--- src/rtl/rb_window_gen_if.sv ---
// Pixel-stream interface for rb_window_gen: input pixel handshake and output
// column handshake. The block itself uses the slave view; a source/sink
// (for example a testbench) uses the master view.
interface rb_window_gen_if #(
    parameter int PIXEL_WIDTH = 8,
    parameter int K           = 3
);
    logic                       in_valid;
    logic                       in_ready;
    logic [PIXEL_WIDTH-1:0]     in_pixel;
    logic                       out_valid;
    logic                       out_ready;
    logic [K*PIXEL_WIDTH-1:0]   out_col;

    modport slave (
        input  in_valid,
        input  in_pixel,
        input  out_ready,
        output in_ready,
        output out_valid,
        output out_col
    );

    modport master (
        output in_valid,
        output in_pixel,
        output out_ready,
        input  in_ready,
        input  out_valid,
        input  out_col
    );
endinterface

--- src/rtl/rb_window_gen.sv ---
// rb_window_gen: row-buffer window generator. Stores the last K-1 image rows
// in K-1 circular read-first line banks and emits one K-pixel vertical column
// per accepted pixel once K-1 rows are buffered. One-stage pipeline with
// valid/ready on both sides.
// Optional feature: define RB_COORD_EN to add out_x/out_y coordinate outputs.
module rb_window_gen #(
    parameter int PIXEL_WIDTH = 8,
    parameter int K           = 3,
    parameter int IMG_WIDTH   = 64,
    parameter int IMG_HEIGHT  = 64
) (
    input  logic               clk,
    input  logic               rst,
    input  logic               start,
    rb_window_gen_if.slave     bus,
    output logic               busy,
    output logic               complete
`ifdef RB_COORD_EN
    ,
    output logic [$clog2(IMG_WIDTH)-1:0]  out_x,
    output logic [$clog2(IMG_HEIGHT)-1:0] out_y
`endif
);
    localparam int XW  = $clog2(IMG_WIDTH);
    localparam int YW  = $clog2(IMG_HEIGHT);
    localparam int NB  = K - 1;
    localparam int WBW = (NB > 1) ? $clog2(NB) : 1;
    localparam logic [XW-1:0]  X_LAST      = XW'(IMG_WIDTH - 1);
    localparam logic [YW-1:0]  Y_LAST      = YW'(IMG_HEIGHT - 1);
    localparam logic [YW-1:0]  Y_FILL_LAST = YW'(K - 2);
    localparam logic [WBW-1:0] WB_LAST     = WBW'(NB - 1);

    typedef enum logic [1:0] {
        S_IDLE   = 2'd0,
        S_FILL   = 2'd1,
        S_STREAM = 2'd2,
        S_DONE   = 2'd3
    } state_t;

    state_t                 state_q, state_d;
    logic [XW-1:0]          x_q, x_d;
    logic [YW-1:0]          y_q, y_d;
    logic [WBW-1:0]         wb_q, wb_d;
    logic                   last_acc_q, last_acc_d;
    logic                   out_valid_q, out_valid_d;
    logic [PIXEL_WIDTH-1:0] pix_q, pix_d;
    logic [WBW-1:0]         wb_sel_q, wb_sel_d;
    logic                   busy_q, busy_d;
    logic                   complete_q, complete_d;
`ifdef RB_COORD_EN
    logic [XW-1:0]          ox_q, ox_d;
    logic [YW-1:0]          oy_q, oy_d;
`endif

    logic                   in_ready_s;
    logic                   accept_s;
    logic                   emit_s;
    logic [PIXEL_WIDTH-1:0] bank_rd_s [NB];
    logic [K*PIXEL_WIDTH-1:0] col_s;

    // Input is taken only while a frame is open, the last pixel has not yet
    // been taken, and the single output slot is free or being drained.
    assign in_ready_s = ((state_q == S_FILL) || (state_q == S_STREAM)) && !last_acc_q
                        && (!out_valid_q || bus.out_ready);
    assign accept_s   = bus.in_valid && in_ready_s;
    assign emit_s     = out_valid_q && bus.out_ready;

    // One read-first line bank per stored row; all banks read on accept,
    // only the current write bank is overwritten with the incoming pixel.
    for (genvar b = 0; b < NB; b++) begin : g_bank
        logic [PIXEL_WIDTH-1:0] mem [IMG_WIDTH];
        logic [PIXEL_WIDTH-1:0] rd_q;

        // Bank read/write port, enabled only by an accepted pixel.
        always_ff @(posedge clk) begin
            if (accept_s) begin
                rd_q <= mem[x_q];
                if (wb_q == WBW'(b)) begin
                    mem[x_q] <= bus.in_pixel;
                end
            end
        end

        assign bank_rd_s[b] = rd_q;
    end

    // Newest pixel sits in the top slice; slice i rows below it comes from
    // bank (wb - i) mod (K-1), using the write bank captured at accept.
    assign col_s[K*PIXEL_WIDTH-1 -: PIXEL_WIDTH] = pix_q;
    for (genvar i = 1; i < K; i++) begin : g_steer
        logic [WBW-1:0] src_s;
        assign src_s = (wb_sel_q >= WBW'(i)) ? (wb_sel_q - WBW'(i))
                                             : (wb_sel_q + WBW'(NB - i));
        assign col_s[(K-1-i)*PIXEL_WIDTH +: PIXEL_WIDTH] = bank_rd_s[src_s];
    end

    // Frame FSM, raster counters, write-bank pointer and output slot.
    always_comb begin
        state_d     = state_q;
        x_d         = x_q;
        y_d         = y_q;
        wb_d        = wb_q;
        last_acc_d  = last_acc_q;
        out_valid_d = out_valid_q;
        pix_d       = pix_q;
        wb_sel_d    = wb_sel_q;
`ifdef RB_COORD_EN
        ox_d        = ox_q;
        oy_d        = oy_q;
`endif
        case (state_q)
            S_IDLE: begin
                x_d        = XW'(0);
                y_d        = YW'(0);
                wb_d       = WBW'(0);
                last_acc_d = 1'b0;
                if (start) begin
                    state_d = S_FILL;
                end else begin
                    state_d = S_IDLE;
                end
            end
            S_FILL: begin
                if (accept_s && (x_q == X_LAST) && (y_q == Y_FILL_LAST)) begin
                    state_d = S_STREAM;
                end else begin
                    state_d = S_FILL;
                end
            end
            S_STREAM: begin
                if (last_acc_q && emit_s) begin
                    state_d = S_DONE;
                end else begin
                    state_d = S_STREAM;
                end
            end
            S_DONE: begin
                state_d = S_IDLE;
            end
            default: begin
                state_d = S_IDLE;
            end
        endcase

        if (accept_s) begin
            pix_d    = bus.in_pixel;
            wb_sel_d = wb_q;
`ifdef RB_COORD_EN
            ox_d     = x_q;
            oy_d     = y_q;
`endif
            if (x_q == X_LAST) begin
                x_d  = XW'(0);
                y_d  = (y_q == Y_LAST) ? YW'(0) : (y_q + YW'(1));
                wb_d = (wb_q == WB_LAST) ? WBW'(0) : (wb_q + WBW'(1));
            end else begin
                x_d  = x_q + XW'(1);
            end
            if ((state_q == S_STREAM) && (x_q == X_LAST) && (y_q == Y_LAST)) begin
                last_acc_d = 1'b1;
            end else begin
                last_acc_d = last_acc_q;
            end
        end else begin
            pix_d = pix_q;
        end

        if (accept_s && (state_q == S_STREAM)) begin
            out_valid_d = 1'b1;
        end else if (emit_s) begin
            out_valid_d = 1'b0;
        end else begin
            out_valid_d = out_valid_q;
        end

        busy_d     = (state_d != S_IDLE);
        complete_d = (state_d == S_DONE);
    end

    // Control and output registers with synchronous reset; a reset drops any
    // pending column and abandons the frame.
    always_ff @(posedge clk) begin
        if (rst) begin
            state_q     <= S_IDLE;
            x_q         <= XW'(0);
            y_q         <= YW'(0);
            wb_q        <= WBW'(0);
            last_acc_q  <= 1'b0;
            out_valid_q <= 1'b0;
            pix_q       <= PIXEL_WIDTH'(0);
            wb_sel_q    <= WBW'(0);
            busy_q      <= 1'b0;
            complete_q  <= 1'b0;
`ifdef RB_COORD_EN
            ox_q        <= XW'(0);
            oy_q        <= YW'(0);
`endif
        end else begin
            state_q     <= state_d;
            x_q         <= x_d;
            y_q         <= y_d;
            wb_q        <= wb_d;
            last_acc_q  <= last_acc_d;
            out_valid_q <= out_valid_d;
            pix_q       <= pix_d;
            wb_sel_q    <= wb_sel_d;
            busy_q      <= busy_d;
            complete_q  <= complete_d;
`ifdef RB_COORD_EN
            ox_q        <= ox_d;
            oy_q        <= oy_d;
`endif
        end
    end

    // Bank contents are never reset, so the column is forced to zero whenever
    // no valid column is held.
    assign bus.out_col   = out_valid_q ? col_s : {(K*PIXEL_WIDTH){1'b0}};
    assign bus.out_valid = out_valid_q;
    assign bus.in_ready  = in_ready_s;
    assign busy          = busy_q;
    assign complete      = complete_q;
`ifdef RB_COORD_EN
    assign out_x         = ox_q;
    assign out_y         = oy_q;
`endif

endmodule

--- src/flat_wrapper.sv ---
// flat-port wrapper written by rule: the top's interface ports become plain ports
module rb_window_gen_flat 
#(
    parameter int PIXEL_WIDTH = 8,
    parameter int K           = 3,
    parameter int IMG_WIDTH   = 64,
    parameter int IMG_HEIGHT  = 64
)
  (clk, rst, start, busy, complete, bus_in_valid, bus_in_pixel, bus_out_ready, bus_in_ready, bus_out_valid, bus_out_col);
  rb_window_gen_if #(.PIXEL_WIDTH(PIXEL_WIDTH), .K(K)) bus_i ();
  input  logic clk;
  input  logic rst;
  input  logic start;
  output logic busy;
  output logic complete;
  input wire logic [$bits(bus_i.in_valid)-1:0] bus_in_valid;
  input wire logic [$bits(bus_i.in_pixel)-1:0] bus_in_pixel;
  input wire logic [$bits(bus_i.out_ready)-1:0] bus_out_ready;
  output wire logic [$bits(bus_i.in_ready)-1:0] bus_in_ready;
  output wire logic [$bits(bus_i.out_valid)-1:0] bus_out_valid;
  output wire logic [$bits(bus_i.out_col)-1:0] bus_out_col;
  assign bus_i.in_valid = bus_in_valid;
  assign bus_i.in_pixel = bus_in_pixel;
  assign bus_i.out_ready = bus_out_ready;
  assign bus_in_ready = bus_i.in_ready;
  assign bus_out_valid = bus_i.out_valid;
  assign bus_out_col = bus_i.out_col;
  rb_window_gen #(.PIXEL_WIDTH(PIXEL_WIDTH), .K(K), .IMG_WIDTH(IMG_WIDTH), .IMG_HEIGHT(IMG_HEIGHT)) u_core (.clk(clk), .rst(rst), .start(start), .bus(bus_i), .busy(busy), .complete(complete));
endmodule
--- config.mk ---
export PLATFORM = sky130hd
export DESIGN_NAME = rb_window_gen_flat
export DESIGN_NICKNAME = d
export VERILOG_FILES = /design/src/rtl/rb_window_gen_if.sv /design/src/rtl/rb_window_gen.sv /design/src/flat_wrapper.sv
export SDC_FILE = /design/constraint.sdc
export NUM_CORES = 1
export LEC_CHECK = 0
export ABC_AREA = 1
export CORE_MARGIN = 1.5
export CORE_UTILIZATION = 35
export CTS_CLUSTER_DIAMETER = 50
export DETAILED_ROUTE_END_ITERATION = 6
export GPL_TIMING_DRIVEN = 0
export PLACE_DENSITY = 0.59
export SYNTH_ARGS = -nofsm -noshare
export SYNTH_HDL_FRONTEND = slang
export SYNTH_SLANG_ARGS = --single-unit
--- constraint.sdc ---
create_clock -name clk -period 6.2 [get_ports clk]
set_input_delay 1.24 -clock clk [delete_from_list [all_inputs] [get_ports clk]]
set_output_delay 1.24 -clock clk [all_outputs]
set_load 0.02 [all_outputs]
==> reports/metrics.cfg, run 1 <==
[outcome]
status=completed

[global_route]
gr-usage-met3=0.0466
groute.usage.overall=0.226
grt_overflow=0
busiest_layer=met2
grt_max_degree=83
met1_usage=0.309
grt_pass1_vias=30700
grt_pass1_wl_mm=215
grtUsageMet2=0.348
antenna_found_initial=5

[power_and_ir_drop]
pwr-share-seq=0.483
intPower_mw=12.6
p_comb_frac=0.054
swShare=0.233
p_leak_nw=21.5
ir_worst_vdd_mv=0.257
cellPowerDensity_nw_per_um2=306
switchingPower_mw=3.84
power_frac_clock=0.463

[setup_path]
crit_path_end_kind=flop
arrival_ns=4.35
criticalPathCategory=in2reg
r2r_slack_ns=2.29
worstPathMaxFanout=10
cp.required_ns=6.53
startpoint_type=primary input

[sta]
final.min_clock_period_ns=4.02
rsz0062_at_grt=no
post-route-period-util=0.648
hold_viol_final=0
setup_violations=0
relSlewSlack=0.0323
timing.hold.ws_ns=0.466
finalMaxSlewViolations=0
tightest_slew_ns=1.44
fmax_ghz=0.249
skew_ns=0.0406
timing.setup.tns_ns=0

[placed_design]
gp_congestion=0.969
numPortBuffers=40
dp_hpwl_mm=102

[clock_network]
path_clk_slew_ns=0.05
clock-root-buffer=clkbuf_16
post_cts_buffers=0
numCtsBuffers=131
cts_tree=done
cts.repair.resized=0
cts_htree_levels=4
postCtsHoldBufs=0
clock_path_buffers=3
cts_num_sinks=1068
clock_latency_ns=0.76

[synth]
ys_seq_area_frac=0.695
syn_inst=4590
ys_ff_latch=1068
avgSynthCellArea_um2=9.97
yosysUniqueCellTypes=30
synth_warnings=0
syn_nets=4609
synth_area_um2=45800

[die]
rows=132
core_um2=130000
die_y_um=365
start_util=0.353
die-area_um2=133000
ioPinCount=41
die_w_um=365

[cells_and_area]
final_cell_mix=nand2_1, edfxtp_1, clkbuf_16
antenna_cells=0
final_common_cell=nand2_1
nNetsFinal=4833
area_delta_synth_final_pct=17.4
drive_above_1_share=0.105

[drt]
antenna_left=0
drtIter0Drc=3931
drt-vias-per-instance=5.00
route.detailed.drc=0
num_vias=33300
wl_per_cell_um=22.7
firstDrtPassIters=6
routed_wl_mm=151

[job]
maxCapViolations=0

[worst_hold_path]
hold_class=reg2reg

## stage by stage
| stage | instance area (µm²) | util | instances | total power [mW] | worst slack [ns] |
|---|---|---|---|---|---|
| after CTS | 53600 | 0.414 | 6653 | 16.5 | 2.11 |
| after global routing | 53700 | 0.414 | 6656 | 16.9 | 2.10 |
| after global placement | 48300 | 0.373 | 6372 | 8.99 | -0.820 |
| after floorplan | 45800 | - | 4590 | 8.53 | 3.20 |
| final | 53700 | 0.414 | 6656 | 16.4 | 2.18 |
| after detailed placement | 49300 | 0.380 | 6420 | 8.96 | 1.36 |
## path summary, 6_finish.rpt
check,start,end,cells past startpoint
worst min-delay path,u_core.pix_q[2]$_SDFFE_PP0N_,u_core.pix_q[2]$_SDFFE_PP0N_,2
worst max-delay path,bus_out_ready,u_core.g_bank[0].mem[54][5]$_DFFE_PP_,8
worst max register to register,u_core.x_q[1]$_SDFFE_PP0P_,u_core.g_bank[0].mem[54][5]$_DFFE_PP_,5
worst min register to register,u_core.pix_q[2]$_SDFFE_PP0N_,u_core.pix_q[2]$_SDFFE_PP0N_,2
## critical path, cell delays in order
cell and delay, ns:
clkdlybuf4s50_1 0.49, inv_1 0.04, nand2_1 0.09, nand3_1 0.25, nor2_1 0.37, inv_2 0.27
clkbuf_1 0.41, nor3_1 1.16
## registers in the layout, indices dropped and copies added, names as in the netlist, 2 cells and up
register	count
u_core.g_bank.mem	1024
u_core.g_bank.rd_q	16
u_core.pix_q	8
u_core.state_q	2
u_core.x_q	6
u_core.y_q	6
## kinds of logic after synthesis
group	after synthesis	synth area share
compound gates	63	0.00744
xor+xnor	3	0.000574
simple gates	3146	0.265
fa+ha+maj	6	0.00164
flops	1068	0.695
buf+inv	304	0.0306
## layout make-up
class                   count  area, µm²
fillers                 12300      75900
flip-flops and latches   1068      31800
multi-input cells        3218      13000
clock buffers             151       3370
well taps                1742       2180
plain buffers             244       1180
repair buffers             91       1050
clock inverters            82        925
inverters                  60        225
## layer usage
layer | wire length, µm | share of wire
met1 | 63200 | 0.42
met5 | 13 | 0.000086
met4 | 6350 | 0.042
met3 | 14200 | 0.094
met2 | 67200 | 0.45
## power groups by stage
stage	Sequential (mW)	Clock [mW]	Combinational (mW)
global placement	8.14	0	0.850
global route	7.93	7.96	0.972
CTS	7.94	7.66	0.883
detailed placement	8.09	0	0.878
finish	7.94	7.61	0.895
floorplan	8.09	0	0.444
## synthesized netlist by cell type
library cell | n | area (µm²)
ha_1 | 6 | 75.1
inv_1 | 50 | 188
nor2_2 | 8 | 50.1
nand3_1 | 19 | 95.1
or2_1 | 4 | 25.0
o21ai_1 | 6 | 30.0
nand2_2 | 4 | 25.0
or2_2 | 2 | 12.5
nor3_1 | 119 | 596
nand4_1 | 2 | 12.5
edfxtp_1 | 1040 | 31200
buf_4 | 12 | 90.1
clkinv_1 | 1 | 3.75
buf_2 | 119 | 596
nand2_1 | 2883 | 10800
o211ai_1 | 6 | 45.0
xor2_1 | 3 | 26.3
a211oi_1 | 4 | 30.0
nor2_1 | 90 | 338
nor2_4 | 2 | 22.5
nor3_4 | 1 | 16.3
buf_1 | 30 | 113
nand3_2 | 1 | 10.0
o21ai_0 | 26 | 130
dfxtp_1 | 28 | 561
clkbuf_1 | 74 | 278
a21oi_1 | 21 | 105
inv_2 | 9 | 33.8
nor3_2 | 11 | 110
buf_6 | 9 | 101
(Power assumes the default switching activity.)
==> run 2: changes to the inputs <==
clock period = 4.17 ns   (was 6.2 ns; I/O delays follow)
==> results of run 2 <==
The final DEF is identical to that of run 1. Status: completed.
Among the figures that moved: setup slack after placement 1.36 ns -> -0.265 ns; clock-pin slew on the worst setup and hold paths 0.05 ns -> 0.06 ns; setup slack after layout 2.18 ns -> 0.264 ns; start point of the critical path bus_out_ready -> u_core.x_q[1]$_SDFFE_PP0P_; register-to-register setup slack 2.29 ns -> 0.26 ns; total power 16.4 mW -> 24.4 mW; worst IR drop on VDD 0.257 mV -> 0.382 mV
